`src/rtl/lcd_pkg.sv`:
```
// Shared definitions for the LCD power-up / pixel sequencer:
// init-table entry format, entry kinds and the sequencer state encoding.
package lcd_pkg;

  localparam int ENTRY_W = 10;

  localparam logic [1:0] KIND_CMD   = 2'd0;
  localparam logic [1:0] KIND_DATA  = 2'd1;
  localparam logic [1:0] KIND_DELAY = 2'd2;
  localparam logic [1:0] KIND_END   = 2'd3;

  typedef enum logic [2:0] {
    S_IDLE,
    S_RST_LO,
    S_RST_HI,
    S_INIT,
    S_DRAIN,
    S_DELAY,
    S_STREAM
  } state_t;

  function automatic logic [ENTRY_W-1:0] mk_entry(input logic [1:0] kind, input logic [7:0] b);
    return {kind, b};
  endfunction

  function automatic logic is_word(input logic [1:0] kind);
    return (kind == KIND_CMD) || (kind == KIND_DATA);
  endfunction

endpackage

```
`src/rtl/lcd_init_rom.sv`:
```
// Panel init table: combinational address -> {kind, byte} entry.
// Slots past the last programmed entry read back as END.
module lcd_init_rom
  import lcd_pkg::*;
#(
  parameter int AW = 4
) (
  input  logic [AW-1:0]      addr,
  output logic [ENTRY_W-1:0] entry
);

  // Table lookup; every unlisted address terminates the sequence
  always_comb begin
    entry = mk_entry(KIND_END, 8'h00);
    case (int'(addr))
      0:       entry = mk_entry(KIND_CMD,   8'h11);
      1:       entry = mk_entry(KIND_DELAY, 8'h03);
      2:       entry = mk_entry(KIND_CMD,   8'h29);
      3:       entry = mk_entry(KIND_DATA,  8'h00);
      default: entry = mk_entry(KIND_END,   8'h00);
    endcase
  end

endmodule

```
`src/rtl/lcd_seq_ctrl.sv`:
```
// LCD sequencer in front of the byte serializer: panel reset pulse, init
// table playback with delays, then pixel streaming. Side-band pins are
// forwarded on the accept cycle so they line up with the first serial bit.
// Optional feature macro: LCD_SEQ_FRAME_CNT_EN adds the frame_cnt output.
module lcd_seq_ctrl
  import lcd_pkg::*;
#(
  parameter int WORD_WIDTH = 8,
  parameter int INIT_LEN   = 16,
  parameter int RST_CYCLES = 1000,
  parameter int DELAY_UNIT = 1024
) (
  input  logic                  clk,
  input  logic                  rst,
  input  logic                  start,
  output logic                  busy,
  output logic                  init_done,
  input  logic                  pix_valid,
  output logic                  pix_ready,
  input  logic [WORD_WIDTH-1:0] pix_data,
  input  logic                  pix_last,
  input  logic                  ser_ready,
  output logic                  ser_valid,
  output logic [WORD_WIDTH-1:0] ser_data,
  output logic                  lcd_rst_n,
  output logic                  lcd_cs_n,
  output logic                  lcd_dc
`ifdef LCD_SEQ_FRAME_CNT_EN
  ,
  output logic [15:0]           frame_cnt
`endif
);

  localparam int AW = (INIT_LEN > 1) ? $clog2(INIT_LEN) : 1;
  localparam int PW = $clog2(INIT_LEN + 1);
  localparam int RW = $clog2(RST_CYCLES + 1);
  localparam int DW = $clog2(255 * DELAY_UNIT + 1);
  localparam int CW = (RW > DW) ? RW : DW;
  localparam logic [CW-1:0] RST_LOAD = CW'((RST_CYCLES > 0) ? RST_CYCLES - 1 : 0);

  state_t                state, state_n, ret_q, ret_n;
  logic [CW-1:0]         cnt, cnt_n, delay_load;
  logic [PW-1:0]         ptr, ptr_n, ptr_inc;
  logic [ENTRY_W-1:0]    rom_entry;
  logic [1:0]            cur_kind;
  logic [7:0]            cur_byte;
  logic                  table_end;
  logic                  accept, word_dc, drain_exit;
  logic                  active_q, dc_q, done_q;

  lcd_init_rom #(.AW(AW)) u_rom (
    .addr  (ptr[AW-1:0]),
    .entry (rom_entry)
  );

  assign table_end  = (ptr >= PW'(INIT_LEN));
  assign cur_kind   = table_end ? KIND_END : rom_entry[ENTRY_W-1 -: 2];
  assign cur_byte   = rom_entry[7:0];
  assign ptr_inc    = table_end ? ptr : ptr + 1'b1;
  assign delay_load = (cur_byte == 8'd0) ? '0 : CW'(32'(cur_byte) * 32'(DELAY_UNIT) - 32'd1);

  assign accept    = ser_valid & ser_ready;
  assign busy      = (state != S_IDLE) && (state != S_STREAM);
  assign init_done = done_q;
  assign lcd_dc    = accept ? word_dc : dc_q;
  assign lcd_cs_n  = ~(accept | (active_q & ~drain_exit));

  // Next-state, handshake and counter/pointer decisions for the sequencer
  always_comb begin
    state_n    = state;
    ret_n      = ret_q;
    cnt_n      = cnt;
    ptr_n      = ptr;
    ser_valid  = 1'b0;
    ser_data   = '0;
    pix_ready  = 1'b0;
    word_dc    = 1'b0;
    drain_exit = 1'b0;
    lcd_rst_n  = 1'b1;
    case (state)
      S_IDLE: begin
        if (start) begin
          state_n = S_RST_LO;
          cnt_n   = RST_LOAD;
        end
      end
      S_RST_LO: begin
        lcd_rst_n = 1'b0;
        if (cnt == '0) begin
          state_n = S_RST_HI;
          cnt_n   = RST_LOAD;
        end else begin
          cnt_n = cnt - 1'b1;
        end
      end
      S_RST_HI: begin
        if (cnt == '0) state_n = S_INIT;
        else           cnt_n   = cnt - 1'b1;
      end
      S_INIT: begin
        if (is_word(cur_kind)) begin
          ser_valid = 1'b1;
          ser_data  = WORD_WIDTH'(cur_byte);
          word_dc   = (cur_kind == KIND_DATA);
          if (ser_ready) ptr_n = ptr_inc;
        end else begin
          state_n = S_DRAIN;
          ret_n   = (cur_kind == KIND_DELAY) ? S_DELAY : S_STREAM;
        end
      end
      S_DRAIN: begin
        if (ser_ready) begin
          drain_exit = 1'b1;
          state_n    = ret_q;
          if (ret_q == S_DELAY) cnt_n = delay_load;
        end
      end
      S_DELAY: begin
        if (cnt == '0) begin
          state_n = S_INIT;
          ptr_n   = ptr_inc;
        end else begin
          cnt_n = cnt - 1'b1;
        end
      end
      S_STREAM: begin
        ser_valid = pix_valid;
        ser_data  = pix_data;
        pix_ready = ser_ready;
        word_dc   = 1'b1;
        if (pix_valid && ser_ready && pix_last) begin
          state_n = S_DRAIN;
          ret_n   = S_STREAM;
        end
      end
      default: state_n = S_IDLE;
    endcase
  end

  // State, shared counter, table pointer and forwarded side-band registers
  always_ff @(posedge clk or negedge rst) begin
    if (!rst) begin
      state    <= S_IDLE;
      ret_q    <= S_IDLE;
      cnt      <= '0;
      ptr      <= '0;
      active_q <= 1'b0;
      dc_q     <= 1'b0;
      done_q   <= 1'b0;
    end else begin
      state <= state_n;
      ret_q <= ret_n;
      cnt   <= cnt_n;
      ptr   <= ptr_n;
      if (accept) begin
        active_q <= 1'b1;
        dc_q     <= word_dc;
      end else if (drain_exit) begin
        active_q <= 1'b0;
      end
      if (state_n == S_STREAM) done_q <= 1'b1;
    end
  end

`ifdef LCD_SEQ_FRAME_CNT_EN
  // Completed-frame counter, bumped on every accepted last pixel
  always_ff @(posedge clk or negedge rst) begin
    if (!rst)                                     frame_cnt <= '0;
    else if (pix_valid && pix_ready && pix_last)  frame_cnt <= frame_cnt + 16'd1;
  end
`endif

endmodule

```
`config.mk`:
```
export PLATFORM = sky130hd
export DESIGN_NAME = lcd_seq_ctrl
export DESIGN_NICKNAME = d
export VERILOG_FILES = /design/src/rtl/lcd_pkg.sv /design/src/rtl/lcd_init_rom.sv /design/src/rtl/lcd_seq_ctrl.sv
export SDC_FILE = /design/constraint.sdc
export NUM_CORES = 1
export LEC_CHECK = 0
export CAP_MARGIN = 25
export CELL_PAD_IN_SITES_DETAIL_PLACEMENT = 1
export CELL_PAD_IN_SITES_GLOBAL_PLACEMENT = 1
export CORE_UTILIZATION = 35
export DETAILED_ROUTE_END_ITERATION = 7
export GPL_ROUTABILITY_DRIVEN = 0
export PLACE_DENSITY_LB_ADDON = 0.2
export REMOVE_ABC_BUFFERS = 1
export SYNTH_ARGS = -nofsm -noshare
export SYNTH_HDL_FRONTEND = slang
export SYNTH_SLANG_ARGS = --single-unit
export TNS_END_PERCENT = 10
```
`constraint.sdc`:
```
create_clock -name clk -period 2.6 [get_ports clk]
set_input_delay 0.52 -clock clk [delete_from_list [all_inputs] [get_ports clk]]
set_output_delay 0.52 -clock clk [all_outputs]
set_load 0.01 [all_outputs]
```
# [Word level (Yosys, flattened, before mapping)]
# Index checks and enable logic that the tools add are counted.
[classes] add_sub_neg=3 magnitude_cmp=1 eq_ne=23 n_mux=38 bitwise=5 n_reduce_logical=18
[ops] op="$mux 18" n=6
[ops] op="$pmux 18 s4" n=1
[ops] op="$pmux 10 s4" n=1
[ops] op="$sub 18x1->18 const B" n=2
[ops] op="$mux 3" n=8
[ops] op="$mux 5" n=4
[ops] op="$logic_not 18->1" n=1
[ops] op="$ne 2x2->1 const B" n=9
[ops] op="$pmux 3 s6" n=1
[ops] op="$pmux 8 s2" n=1
[ops] op="$eq 3x3->1 const B" n=5
[ops] op="$pmux 5 s2" n=1
[ops] op="$mux 1" n=9
[ops] op="$eq 4x2->1 const B" n=2
[ops] op="$logic_not 8->1" n=1
[ops] op="$mux 8" n=1
[ops] op="$eq 3x2->1 const B" n=2
[ops] op="$pmux 3 s2" n=1
[ops] op="$reduce_bool 2->1" n=3
[ops] op="$add 5x1->5 const B" n=1
[ops] op="$ge 5x5->1 const B" n=1
[ops] op="$reduce_and 5->1" n=1
[ops] op="$eq 4x1->1 const B" n=1
[ops] op="$logic_not 4->1" n=1
[ops] op="18 further kinds" n=24
[totals] regBits=32 input_bits=14 output_inout_bits=15 elab_cells=95

# [Depth between registers and ports, before layout]
[logic_depth] ltp_word=10 ltp_mapped=9 ltp_nobuf=9

# [Hierarchy]
# From an unflattened synthesis, not the netlist that was laid out.
[unflattened] hier_cells=294 area_unflattened_um2=2552.4
[modules_own_cells] mod="lcd_seq_ctrl" instances=1 cells_each=280 area_each_um2=2458.6 seq_area_each_um2=800.8
[modules_own_cells] mod="lcd_init_rom" instances=1 cells_each=14 area_each_um2=93.8 seq_area_each_um2=0.0

# [Worst setup path after synthesis]
# OpenSTA, ideal clock, no wires.
[synth_path] path_type="flip-flop to output port" startpoint="reg ptr[1]" endpoint="out lcd_dc" arrival_ns=1.936 required_time_ns=2.080 setup_slack_ns=0.144 stages_incl_launch_ff=9 path_buffers=1 cell_sequence="dfrtp_1 inv_1 ha_1 nor4_1 and3_1 clkbuf_1 a21o_1 a21oi_1 a31oi_1"
[synth_via] elab_chain_cells=9 elab_cells_between_ends=16 classes_between="order compare: 1; eq/ne: 4; mux: 7; bitwise: 1; reduce/logical: 3"
[synth_lines] element="start, declared" line="lcd_seq_ctrl.sv:43" text="logic [PW-1:0] ptr, ptr_n, ptr_inc;"
[synth_lines] element="start signal, assigned" line="lcd_seq_ctrl.sv:154" text="ptr <= ptr_n;"
[synth_lines] element="$eq 4x2->1, or another cell as far along" line="lcd_init_rom.sv:15" text="case (int'(addr))"
[synth_lines] element="$pmux 10 s4" line="lcd_init_rom.sv:15"
[synth_lines] element="$mux 2 (*)" line="lcd_seq_ctrl.sv:57" text="assign cur_kind = table_end ? KIND_END : rom_entry[ENTRY_W-1 -: 2];"
[synth_lines] element="$eq 2x1->1 or $logic_not 2->1 (tied branches)" line="lcd_pkg.sv:27" text="return (kind == KIND_CMD) || (kind == KIND_DATA);"
[synth_lines] element="$logic_or 1x1->1 (*)" line="lcd_pkg.sv:27"
[synth_lines] element="$mux 1 (*)" line="lcd_seq_ctrl.sv:101" text="if (is_word(cur_kind)) begin"
[synth_lines] element="$pmux 1 s2 (*)" line="lcd_seq_ctrl.sv:80" text="case (state)"
[synth_lines] element="via ser_valid" line="lcd_seq_ctrl.sv:23" text="output logic ser_valid,"
[synth_lines] element="$and 1x1->1 (*)" line="lcd_seq_ctrl.sv:62" text="assign accept = ser_valid & ser_ready;"
[synth_lines] element="$mux 1 (*)"
[synth_lines] element="end, declared" line="lcd_seq_ctrl.sv:27" text="output logic lcd_dc"
# Mark *: on every way through the listed nets, which the timed path passes. The rest lies on a longest branch.

# [Final worst setup path]
[layout_path] startpoint="reg ptr[0]" endpoint="out lcd_dc"
[layout_via] elab_chain_cells=9 elab_cells_between_ends=16 classes_between="order compare: 1; eq/ne: 4; mux: 7; bitwise: 1; reduce/logical: 3"
[layout_lines] element="$eq 4x2->1, or another cell as far along" line="lcd_init_rom.sv:15"
[layout_lines] element="$pmux 10 s4" line="lcd_init_rom.sv:15"
[layout_lines] element="$mux 2 (*)" line="lcd_seq_ctrl.sv:57"
[layout_lines] element="$eq 2x1->1 or $logic_not 2->1 (tied branches)" line="lcd_pkg.sv:27, lcd_seq_ctrl.sv:104"
[layout_lines] element="$logic_or 1x1->1" line="lcd_pkg.sv:27"
[layout_lines] element="$mux 1" line="lcd_seq_ctrl.sv:101"
[layout_lines] element="$pmux 1 s2" line="lcd_seq_ctrl.sv:80"
[layout_lines] element="$and 1x1->1" line="lcd_seq_ctrl.sv:62"
[layout_lines] element="$mux 1 (*)"
# Mark *: on every way between the ends. The rest lies on a longest branch, timed or not.

==> metrics list <==
- Antenna cells: 0
- The analysis attributes to cell leakage a power of about 0.0013 µW.
* Clk_lat worst skew: just under 0.3 ns
* Status: completed
- Clock edge transition at the registers on the reported setup and hold paths: 0.07 ns
- Vias/cell: 5.61
* Synth Instances: 251
- Summing all non-filler instances in the final layout gives an area of 2800 µm².
- Total Neg Setup Slack: 0 ns
* DR pass1 iterations: 4
- Count of placed standard cells including taps: 366
- Headroom to the max-slew limit came out at 0.489.
- The worst register-to-register path ends at cnt[8].
- Counting flops with an async set or reset pin after synthesis yields a share of 1.00.
- Depth of the critical timing path with buffers and inverters included: 7
- STA classifies the critical path endpoint as an output pin.
* Transition time at the pin with the least slew margin: approximately 0.76 ns
* Final-stage net count: 319
- Class of the most critical setup path: register to output pin
* Ratio of total power to cell area: roughly 860 nW/µm²
- The clock net in this run drives a total of 32 sinks.
- The floorplan step set the die width to 80.6 µm.
- Entering global routing, the biggest net connects 33 pins.
* Max-slew violation count: 0
- The number of endpoints with negative hold slack in the final report came to 0.
- Buf+Inv Stages, Crit Path: 1
* Post-layout instance count excluding filler cells: 374
- Area of the core: between 5000 and 6000 µm²
- The largest individual stage delay along the critical path comes from the cell sky130_fd_sc_hd__dfrtp_1.
- Total power: between 2000 and 2500 µW
- Count of buffers inserted at the top-level ports: 28
* Number of buffers created by CTS: 5
* Hold Crit Start: init_done
- Prevailing post-synth register cell: sky130_fd_sc_hd__dfrtp_1
- Data arrives at the worst endpoint at about 2.0 ns.
- Vertical extent of the die: 80.6 µm
- HPWL after DPL: 4.85 mm
- Period Utilization, post-route: 0.963
- Detailed Route WL: 6.54 mm
- Global-route congestion overflow total: 0
* CP Launch Type: register
* Area of the die: between 6000 and 7000 µm²
* Filler Cell Count: 719
- The critical path goes through ha_2, nor4_4, and3_1, a21o_1, a21oi_1, a31oi_1, dlygate4sd2_1.
* Type of the worst min-delay path: register to register
- Count of buffers added by post-CTS timing repair for setup: 0
* RSZ-0062 raised after global routing: false
- Overall routing resource usage: 0.227
- The floorplan has 28 rows.
- Along the worst path, the maximum fanout reaches 3.
* Number of remaining DRC errors: 0
- Register area share after synthesis: 0.371
* Layout cell share with drive strength beyond 1: 0.157
* Starting DRC count in detailed routing: 81
- Antenna violations before repair: 0
- Worst path max stage delay: 0.40 ns
- For this run, the top clock speed supported by timing is 399 MHz.
- The Yosys step of the flow raised 0 warnings.
- H-tree levels: 2
* Maximum clock path buffer count: 2
- Setup violations remaining at the end of the flow were counted as 0.
- Number of max-capacitance violations reported: 0
- The first global-routing pass estimated 11.1 mm of wire.
- Crit path required time: between 2 and 2.5 ns
- Setup slack on the worst reg-to-reg path comes out at 0.25 ns.
- The worst register-to-register path begins at ptr[0].
- Synthesis inferred 32 register bits.
- Number of global-route vias before repair: 2205
- Top-Level Pins: 29
* Initial core utilization: 0.365
- Mean instance size in the synthesized netlist: 8.61 µm²
- Clock tree root buffer cell: sky130_fd_sc_hd__clkbuf_8
- Tmin final: 2.50 ns
- Across all layers, the routed design uses approximately 2100 vias.
- The netlist uses 51 different library cells.
- Average wire length per cell after detail routing: approximately 17 µm
* CTS tree: built
- Worst setup path startpoint: ptr[0]
- The cell family contributing the most delay on the critical path is compound AO/OA/AOI/OAI gates.
- Buffers inserted to repair hold after CTS numbered 0.
- The cell area that synthesis handed to floorplanning was 2160 µm².
- The area growth from synthesis to layout is 29.8%.
* Number of routed nets with antenna violations: 0
* Highest ir drop seen on vdd: 0.395 mV
- Once placement finished, the instance area stood at 2650 µm².
- R2r worst-path depth: 10
- Number of flops mapped to enable cells by yosys: 0
- The critical path ends at lcd_dc.
- Final worst clock skew: 0.00805 ns
## registers in the layout, indices dropped and copies added (netlist names)
signal,cells
cnt,18
ptr,5
ret_q,3
state,3
active_q,1
dc_q,1
init_done,1
## cells in the mapped netlist, types with 3 or more instances
cell,instances,area [µm²]
sky130_fd_sc_hd__nand2_1,15,56.3
sky130_fd_sc_hd__nor4_1,8,50.1
sky130_fd_sc_hd__nand2b_1,5,31.3
sky130_fd_sc_hd__or2_2,3,18.8
sky130_fd_sc_hd__nor2_1,22,82.6
sky130_fd_sc_hd__a31oi_1,4,25.0
sky130_fd_sc_hd__o21ai_0,22,110
sky130_fd_sc_hd__inv_1,10,37.5
sky130_fd_sc_hd__a21oi_1,15,75.1
sky130_fd_sc_hd__nand4_1,4,25.0
sky130_fd_sc_hd__o22ai_1,4,25.0
sky130_fd_sc_hd__o31ai_1,4,30.0
sky130_fd_sc_hd__ha_1,7,87.6
sky130_fd_sc_hd__dfrtp_1,32,801
sky130_fd_sc_hd__or3_1,7,43.8
sky130_fd_sc_hd__and2_1,6,37.5
sky130_fd_sc_hd__nor2b_1,3,18.8
sky130_fd_sc_hd__xnor2_1,3,26.3
sky130_fd_sc_hd__nor3_1,12,60.1
sky130_fd_sc_hd__nor3b_1,5,37.5
sky130_fd_sc_hd__clkbuf_1,7,26.3
sky130_fd_sc_hd__a22o_1,12,105
sky130_fd_sc_hd__nand3_1,7,35.0
## cell usage in the layout, fill, tap and decap left out, drive strengths merged, types with 2 or more instances in the layout
cell type / netlist / final
nor3: 12 / 12
and2: 6 / 6
dfrtp: 32 / 32
nor3b: 5 / 5
o41ai: 2 / 2
dlygate4sd2: 0 / 5
nor2b: 3 / 3
or2: 4 / 4
a31oi: 4 / 4
o21ai: 24 / 24
clkbuf: 7 / 7
a21oi: 15 / 15
nand4: 4 / 4
o31ai: 4 / 4
nor4: 8 / 8
or4: 3 / 3
buf: 4 / 23
nand2b: 5 / 5
nand2: 15 / 15
or3: 7 / 7
nand3: 8 / 8
xnor2: 3 / 3
a21o: 2 / 2
o22ai: 4 / 4
ha: 7 / 7
clkdlybuf4s50: 0 / 22
a22o: 12 / 12
o31a: 2 / 2
inv: 10 / 10
and3: 2 / 2
nor2: 22 / 22
## where the power goes
part	switching, µW	total (µW)	internal [µW]
Clock	206	544	338
Combinational	541	1010	469
Sequential	198	843	646
Total	944	2400	1450
## metrics by stage
stage	utilization	worst slack (ns)	hold WS, ns
global placement	0.448	0.0798	0.450
CTS	0.471	-0.135	0.494
global route	0.474	0.00543	0.519
detailed placement	0.448	-0.0112	0.478
floorplan	-	0.249	0.224
finish	0.474	0.0966	0.488
## worst min path at each step
stage                endpoint  slack [ns]  cells after the start
finish              init_done        0.49                      1
global route        init_done        0.52                      1
CTS                 init_done        0.49                      1
detailed placement  init_done        0.48                      1
global placement    init_done        0.45                      1
floorplan            active_q        0.22                      0
## cell families after synthesis
logic type / share of synthesized area
AO/OA/AOI/OAI: 0.249
adder cells (fa/ha/maj): 0.0405
buffers and inverters: 0.0429
multiplexers: 0.00521
AND/OR/NAND/NOR: 0.280
flip-flops: 0.371
XOR/XNOR: 0.0122
## timing repair
action / 4_1_cts / 5_1_grt
resized for setup: 8 / 3
pin swaps: 0 / 0
setup endpoints to repair: 7 / 15
## worst reg2reg max path: stages, from the launching register on
cell	delay (ns)
sky130_fd_sc_hd__dfrtp_1	0.37
sky130_fd_sc_hd__buf_4	0.13
sky130_fd_sc_hd__inv_1	0.07
sky130_fd_sc_hd__ha_1	0.21
sky130_fd_sc_hd__or3_1	0.39
sky130_fd_sc_hd__nand2_1	0.12
sky130_fd_sc_hd__ha_1	0.17
sky130_fd_sc_hd__o31ai_1	0.11
sky130_fd_sc_hd__or3_1	0.40
sky130_fd_sc_hd__nand3_2	0.19
sky130_fd_sc_hd__a21oi_1	0.09
## layer usage
layer | vias up | GRT usage | part of all wire
li1 | 1039 | - | -
met1 | 1006 | 0.290 | 0.46
met2 | 44 | 0.379 | 0.49
met3 | 9 | 0.0432 | 0.033
met4 | 0 | 0.0804 | 0.015
met5 | - | 0 | 0
## final cells by class
type                    instances  area [µm²]  area share
clock buffers                   7        96.3      0.0344
clock inverters                 1        30.0      0.0107
inverters                      10        37.5      0.0134
multi-input cells             198        1300       0.462
flip-flops and latches         32         801       0.286
well taps                      75        93.8      0.0335
repair buffers                 51         449       0.160
(Power assumes the default switching activity.)
